<file path="src/rtl/fetch_stage_pkg.sv">
// fetch_stage_pkg: shared types for the instruction-fetch stage
package fetch_stage_pkg;
  typedef logic [31:0] word_t;
  typedef word_t addr_t;
  typedef struct packed {
    word_t pc;
    word_t instruction;
  } fetch_data_t;
  typedef enum logic [1:0] {S_REQ, S_WAIT, S_HOLD} fetch_state_t;
endpackage

</file>
<file path="src/rtl/fetch_stage_pc_next.sv">
// fetch_stage_pc_next: next-PC select, redirect over sequential advance over hold
module fetch_stage_pc_next
  import fetch_stage_pkg::*;
(
  input  logic  redirect_valid,
  input  addr_t redirect_pc,
  input  logic  advance,
  input  addr_t pc,
  output addr_t pc_next
);
  always_comb pc_next = redirect_valid ? {redirect_pc[31:2], 2'b00} : advance ? pc + 32'd4 : pc;
endmodule

</file>
<file path="src/rtl/fetch_stage.sv">
// fetch_stage: owns the PC, issues one ibus read at a time, holds the word for decode
module fetch_stage
  import fetch_stage_pkg::*;
#(
  parameter addr_t RESET_PC = 32'hBFC0_0000
) (
  input  logic        clk,
  input  logic        resetn,
  output logic        ibus_valid,
  output addr_t       ibus_addr,
  input  logic        ibus_addr_ok,
  input  logic        ibus_data_ok,
  input  word_t       ibus_data,
  input  logic        redirect_valid,
  input  addr_t       redirect_pc,
  output logic        fetch_valid,
  input  logic        fetch_ready,
  output fetch_data_t fetch_data
);
  fetch_state_t state, state_n;
  logic drop, drop_n, capture;
  addr_t pc, pc_n;
  fetch_stage_pc_next u_pc_next (
    .redirect_valid(redirect_valid),
    .redirect_pc(redirect_pc),
    .advance(state == S_HOLD && fetch_ready),
    .pc(pc),
    .pc_next(pc_n)
  );
  always_comb begin
    state_n = state;
    drop_n = drop;
    capture = 1'b0;
    case (state)
      S_REQ: begin
        state_n = ibus_addr_ok ? S_WAIT : S_REQ;
        drop_n = ibus_addr_ok && redirect_valid;
      end
      S_WAIT: begin
        state_n = !ibus_data_ok ? S_WAIT : (drop || redirect_valid) ? S_REQ : S_HOLD;
        drop_n = !ibus_data_ok && (drop || redirect_valid);
        capture = ibus_data_ok && !drop && !redirect_valid;
      end
      S_HOLD: state_n = (fetch_ready || redirect_valid) ? S_REQ : S_HOLD;
      default: state_n = S_REQ;
    endcase
  end
  always_ff @(posedge clk) begin
    if (!resetn) begin
      pc <= RESET_PC;
      state <= S_REQ;
      drop <= 1'b0;
      fetch_data <= '0;
    end else begin
      pc <= pc_n;
      state <= state_n;
      drop <= drop_n;
      if (capture) fetch_data <= '{pc: pc, instruction: ibus_data};
    end
  end
  assign ibus_valid = resetn && state == S_REQ;
  assign ibus_addr = pc;
  assign fetch_valid = resetn && state == S_HOLD;
endmodule

</file>
<file path="config.mk">
export PLATFORM = sky130hd
export DESIGN_NAME = fetch_stage
export DESIGN_NICKNAME = d
export VERILOG_FILES = /design/src/rtl/fetch_stage_pkg.sv /design/src/rtl/fetch_stage_pc_next.sv /design/src/rtl/fetch_stage.sv
export SDC_FILE = /design/constraint.sdc
export NUM_CORES = 1
export LEC_CHECK = 0
export CORE_MARGIN = 2
export CORE_UTILIZATION = 48
export CTS_CLUSTER_DIAMETER = 30
export CTS_CLUSTER_SIZE = 14
export DETAILED_ROUTE_END_ITERATION = 7
export MAX_ROUTING_LAYER = met4
export PLACE_DENSITY = 0.85
export SYNTH_ARGS = -nofsm -noshare
export SYNTH_HDL_FRONTEND = slang
export SYNTH_HIERARCHICAL = 1
export SYNTH_SLANG_ARGS = --single-unit
</file>
<file path="constraint.sdc">
create_clock -name clk -period 3.3 [get_ports clk]
set_clock_uncertainty 0.05 [all_clocks]
set_input_delay 0.33 -clock clk [delete_from_list [all_inputs] [get_ports clk]]
set_output_delay 0.33 -clock clk [all_outputs]
set_load 0.05 [all_outputs]
</file>
==> results.yml, run 1 <==
synth:
  syn_area_mm2: 0.004622
  synth_edf_count: 0
  ys_seq_area_share_pct: 42.88
  ys.flop_type: "dfxtp_1"
  ys_types: 44
  async_flop_share_pct: 0
  synth-simple-area-share_pct: 28.75
  synth_xor_area_share_pct: 2.274
  syn-num-nets: 612
  postSynthAreaPerCell_um2: 8.543
  yosys_warnings: 6
  yosys.area.top_type: "dfxtp_1"
  synthTopCellsByArea: "dfxtp_1 (43%), mux2i_1 (14%), nand2_1 (13%), and2_1 (3.2%), or4_1 (2.4%)"
  synth_top_family_by_area: "simple AND/OR/NAND/NOR gates"
  synth_top_area_share_pct: 42.88
  synth_fa_ha_area_share_pct: 0.2707
  muxShareOfSynthArea_pct: 14.08
  ys_seq_elements: 99
  synth-compound-area-share_pct: 6.605
  synthCells: 541
timing:
  rsz0062_at_grt: "false"
  final.min_clock_period_ps: 2444
  slew_violations: 0
  fin_hold_ws_ps: 325.8
  max_slew_margin_pct: 43.20
  worst_slack_ps: 855.9
  max_freq_ghz: 0.4091
  period_share_pct: 74.07
  finalSetupViolations: 0
  tns_ps: 0
  worst_pin_slew_ps: 851.1
  hold_viol_final: 0
final_layout:
  final_layout_size_suffix_gt1_share_pct: 5.072
  multi_input_area_mm2: 0.002406
  fill_cells: 737
  final_nets: 756
  syn2layout_area_growth_pct: 39.90
  fin_cells: 819
  layout_common_cells: "clkdlybuf4s50_1 (164), nand2_1 (158), dfxtp_1 (99)"
  layout_commonest_cell: "clkdlybuf4s50_1"
  regArea_mm2: 0.001982
  diodes: 0
pwr:
  clkPwrFrac_pct: 30.7
  power_density_mw_per_mm2: 385.1
  cellLeakagePower_nw: 2.238
  finalPower_w: 0.002490
  p_seq_share_pct: 51.6
  combPwrFrac_pct: 17.8
  internal_power_w: 0.001721
  peakVddDrop_v: 0.0002270
  p_sw_w: 0.0007686
  swShare_pct: 30.87
die:
  start_util_pct: 49.78
  core_mm2: 0.009284
  num_io_pins: 168
  die-area_mm2: 0.01043
  dieWidth_um: 102.1
  row_count: 35
  die_h_um: 102.1
setup_path:
  crit_fanout: 14
  slowest_stage: "or4_4"
  crit_chain: "clkdlybuf4s50_1 -> and3b_1 -> nand3_1 -> or4_4 -> or4_1 -> a31oi_1 -> nand2b_1"
  cpPeakStageDelay_ps: 550
  critPathKind: "in -> reg"
  cp-start-kind: "input port"
  critPathArrivalTime_ps: 2690
  crit_required_ps: 3550
  crit_buf_inv: 1
  rrSetupSlack_ps: 860
  cp_top_family: "simple AND/OR/NAND/NOR gates"
  cp-end-kind: "register"
place:
  io_buffers: 165
  preCtsSetupSlack_ps: 546.3
  dpl.hpwl_mm: 9.196
  dp_cells: 803
  finalWeightedCongestion: 0.8364
global_routing:
  grtUsageTotal_pct: 24.20
  grt_pass1_vias: 4138
  gr-total-overflow: 0
  antenna_found_initial: 0
  grt_pass1_wl_mm: 19.66
  grt_max_degree: 98
detailed_routing:
  vias: 4401
  drcViolationCount: 0
  post_drt_wl_per_cell_um: 15.41
  drt_wl_total_mm: 12.62
  antenna_left: 0
  drtIter0Drc: 212
  first_pass_iters: 4
  vias_per_cell: 5.374
clocking:
  clock_latency_ps: 360
  cts_max_level: 3
  cts_sinks: 99
  root_buffer: "clkbuf_8"
  post-cts-setup-buffers: 0
  clk_pin_slew_ps: 100
  cts_resized: 0
  cts_tree: "built"
  numCtsBuffers: 9
  cts.hold.buffers_added: 0
  clock_path_buffers: 2
job:
  max_cap_violations: 0
worst_hold_path:
  hp-class: "in -> reg"
status:
  status: "finished clean"
tightest hold or removal path, delay by kind of cell:
| kind | cells | cell delay, ps |
|---|---|---|
| buffers and inverters | 1 | 130 |
| and+or+nand+nor | 1 | 80 |
| AOI/OAI and AO/OA | 1 | 150 |
Yosys cell counts (2+ instances only):
| master | instances |
|---|---|
| or4_1 | 15 |
| nor2b_1 | 5 |
| nor2_1 | 16 |
| nand4_1 | 6 |
| dfxtp_1 | 99 |
| mux2i_1 | 65 |
| or2_2 | 2 |
| clkbuf_1 | 26 |
| or4_2 | 3 |
| or4_4 | 2 |
| buf_2 | 3 |
| inv_1 | 5 |
| or3_1 | 3 |
| xnor2_1 | 7 |
| o21ai_0 | 15 |
| nand3_1 | 14 |
| buf_8 | 4 |
| buf_6 | 3 |
| o31ai_1 | 10 |
| nor4_1 | 3 |
| nand2b_1 | 10 |
| o41ai_1 | 2 |
| nand2_1 | 158 |
| a31oi_1 | 12 |
| xor2_1 | 5 |
| and3b_1 | 2 |
| nand3_2 | 2 |
| o211ai_1 | 5 |
| and2_1 | 24 |
power by group through the flow:
stage	Combinational, W	Sequential [W]	Clock, W
after CTS	0.000444	0.00128	0.000778
after floorplan	0.000144	0.00142	0
after global placement	0.000433	0.00131	0
after global routing	0.000471	0.00129	0.000822
after detailed placement	0.000442	0.00131	0
final	0.000443	0.00128	0.000763
cell families after synthesis:
logic type,Yosys count
flops,99
simple gates,274
xor+xnor,12
fa+ha+maj,1
buf+inv,43
compound gates,47
mux,65
metal layers:
layer	track usage [%]	up-vias	part of all wire, %
met1	29.88	2069	42
met3	3.488	26	5.5
li1	-	2137	-
met2	40.28	169	50
met4	9.026	0	2.7
met5	-	-	0
area by class of cell:
class	count	share of cell area, %
clock buffer	9	1.916
clock inverter	7	1.045
inverter	5	0.2902
multi-input combinational	399	37.21
sequential	99	30.65
tap	129	2.496
timing repair buffer	171	26.39
per-stage QoR:
| step | utilization [%] | cell area [um2] |
|---|---|---|
| 5_1_grt | 69.65 | 6466 |
| 6_report | 69.65 | 6466 |
| 3_5_place_dp | 67.59 | 6275 |
| 3_3_place_gp | 67.59 | 6275 |
| 2_1_floorplan | - | 4622 |
| 4_1_cts | 69.65 | 6466 |
registers in the layout, indices dropped and copies added (netlist names):
name and count:
ibus_addr 32, state 2, drop 1, fetch_data 64
worst paths after layout:
kind / from / endpoint / cells past startpoint
worst max-delay path: fetch_ready / ibus_addr[23] / 7
worst min-delay path: resetn / state[0] / 3
worst max register to register: state[0] / ibus_addr[23] / 6
worst min register to register: fetch_data[45] / fetch_data[45] / 2
No activity file was read; power rests on OpenSTA's default activity.
==> run 2: changes to the inputs <==
- CORE_UTILIZATION: 48 -> 45
- PLACE_DENSITY: 0.85 -> 0.81
- clock period: 3.3 -> 2.3 ns (I/O delays scaled with it)
==> run 2 against run 1 <==
Clock power grew 40%. Clock-buffer cell count rose by 1. Setup slack got worse by 690 ps. Sequential share of layout area fell by 0.43 points. Via count fell by 0.91%. Die area grew 6.4%. First-iteration DRC count increased by 9.0%. Worst hold slack got worse by 170 ps.
==> results.yml, run 2 (synthesis results as in run 1) <==
die:
  die-area_mm2: 0.01110
  num_io_pins: 168
  core_mm2: 0.009864
  row_count: 36
  die_h_um: 105.3
  start_util_pct: 46.85
  dieWidth_um: 105.3
pwr:
  swShare_pct: 29.97
  power_density_mw_per_mm2: 536.5
  p_sw_w: 0.001068
  combPwrFrac_pct: 18.4
  p_seq_share_pct: 51.6
  clkPwrFrac_pct: 30.0
  cellLeakagePower_nw: 2.338
  peakVddDrop_v: 0.0002724
  internal_power_w: 0.002494
global_routing:
  grtUsageTotal_pct: 23.07
  grt_pass1_wl_mm: 20.20
  grt_pass1_vias: 4134
  gr-total-overflow: 0
  antenna_found_initial: 0
  grt_max_degree: 55
status:
  status: "finished clean"
final_layout:
  multi_input_area_mm2: 0.002406
  syn2layout_area_growth_pct: 43.67
  top_register: "fetch_data"
  diodes: 0
  layout_commonest_cell: "clkdlybuf4s50_1"
  regArea_mm2: 0.002007
  largest_reg_flops: 64
  final_nets: 775
  layout_common_cells: "clkdlybuf4s50_1 (162), nand2_1 (158), dfxtp_1 (79)"
  stdcell_area_mm2: 0.006640
  fill_cells: 802
  final_layout_size_suffix_gt1_share_pct: 10.72
clocking:
  post-cts-setup-buffers: 0
  cts_tree: "built"
  clk_pin_slew_ps: 100
  cts.hold.buffers_added: 0
  cts_sinks: 99
  clock_path_buffers: 2
  cts_resized: 0
  cts_max_level: 3
  clock_latency_ps: 380
  numCtsBuffers: 9
  root_buffer: "clkbuf_8"
detailed_routing:
  drcViolationCount: 0
  drtIter0Drc: 231
  vias: 4361
  vias_per_cell: 5.179
  drt_wl_total_mm: 12.55
  first_pass_iters: 4
  post_drt_wl_per_cell_um: 14.90
  antenna_left: 0
setup_path:
  cp-end-kind: "register"
  critPathKind: "reg -> reg"
  critPathArrivalTime_ps: 2400
  crit_fanout: 12
  crit_required_ps: 2570
  cp-start-kind: "register"
timing:
  fin_hold_ws_ps: 152.9
  period_share_pct: 92.60
  worst_pin_slew_ps: 560.8
  max_freq_ghz: 0.4695
  final.min_clock_period_ps: 2130
  rsz0062_at_grt: "false"
  hold_viol_final: 0
  slew_violations: 0
  finalSetupViolations: 0
  tns_ps: 0
  max_slew_margin_pct: 62.49
place:
  placed_cell_area_mm2: 0.006454
  dpl.hpwl_mm: 9.216
  io_buffers: 165
  finalWeightedCongestion: 0.8126
worst_hold_path:
  hp-class: "in -> reg"
job:
  max_cap_violations: 0
## run 2: power groups by stage
stage / sequential [W] / combinational, W / clock (W)
2_1_floorplan: 0.00204 / 0.000207 / 0
3_3_place_gp: 0.00187 / 0.000645 / 0
3_5_place_dp: 0.00188 / 0.000654 / 0
4_1_cts: 0.00184 / 0.000657 / 0.00111
5_1_grt: 0.00185 / 0.000698 / 0.00118
6_report: 0.00184 / 0.000655 / 0.00107
## run 2: layout make-up
type	count	share of cell area (%)
multi-input combinational	399	36.24
clock inverter	6	0.7160
inverter	5	0.2826
timing repair buffer	190	27.96
clock buffer	10	2.073
sequential	99	30.22
tap	133	2.506
## run 2: critical path: stages (launching register included)
cell	delay, ps
dfxtp_2	430
nand3_2	150
or4_4	640
or4b_1	540
a31oi_1	160
nand2b_1	110
## run 2: per-stage QoR
step	setup WS [ps]	util (%)	power, W	instances
after floorplan	2.124	-	0.002249	541
after global placement	-99.31	65.42	0.002518	826
after detailed placement	-155.4	65.42	0.002531	826
after CTS	124.9	67.30	0.003600	842
after global routing	37.63	67.31	0.003725	842
final	170.2	67.31	0.003562	842
## run 2: path summary, 6_finish.rpt
| path | cells past startpoint | slack [ps] | to | start |
|---|---|---|---|---|
| worst min-delay path | 3 | 150 | fetch_data[26] | resetn |
| worst max register to register | 5 | 170 | ibus_addr[29] | ibus_addr[18] |
| worst max-delay path | 5 | 170 | ibus_addr[29] | ibus_addr[18] |
| worst min register to register | 2 | 410 | fetch_data[1] | fetch_data[1] |
## run 2: routing by layer
| metal | part of all wire (%) | up-vias | routed length [um] | global-route usage, % |
|---|---|---|---|---|
| met5 | 0 | - | 0 | - |
| met4 | 1.5 | 0 | 189 | 9.048 |
| met3 | 4.8 | 12 | 599 | 3.772 |
| met2 | 50 | 132 | 6221 | 38.43 |
| met1 | 44 | 2049 | 5538 | 27.92 |
| li1 | - | 2168 | - | - |
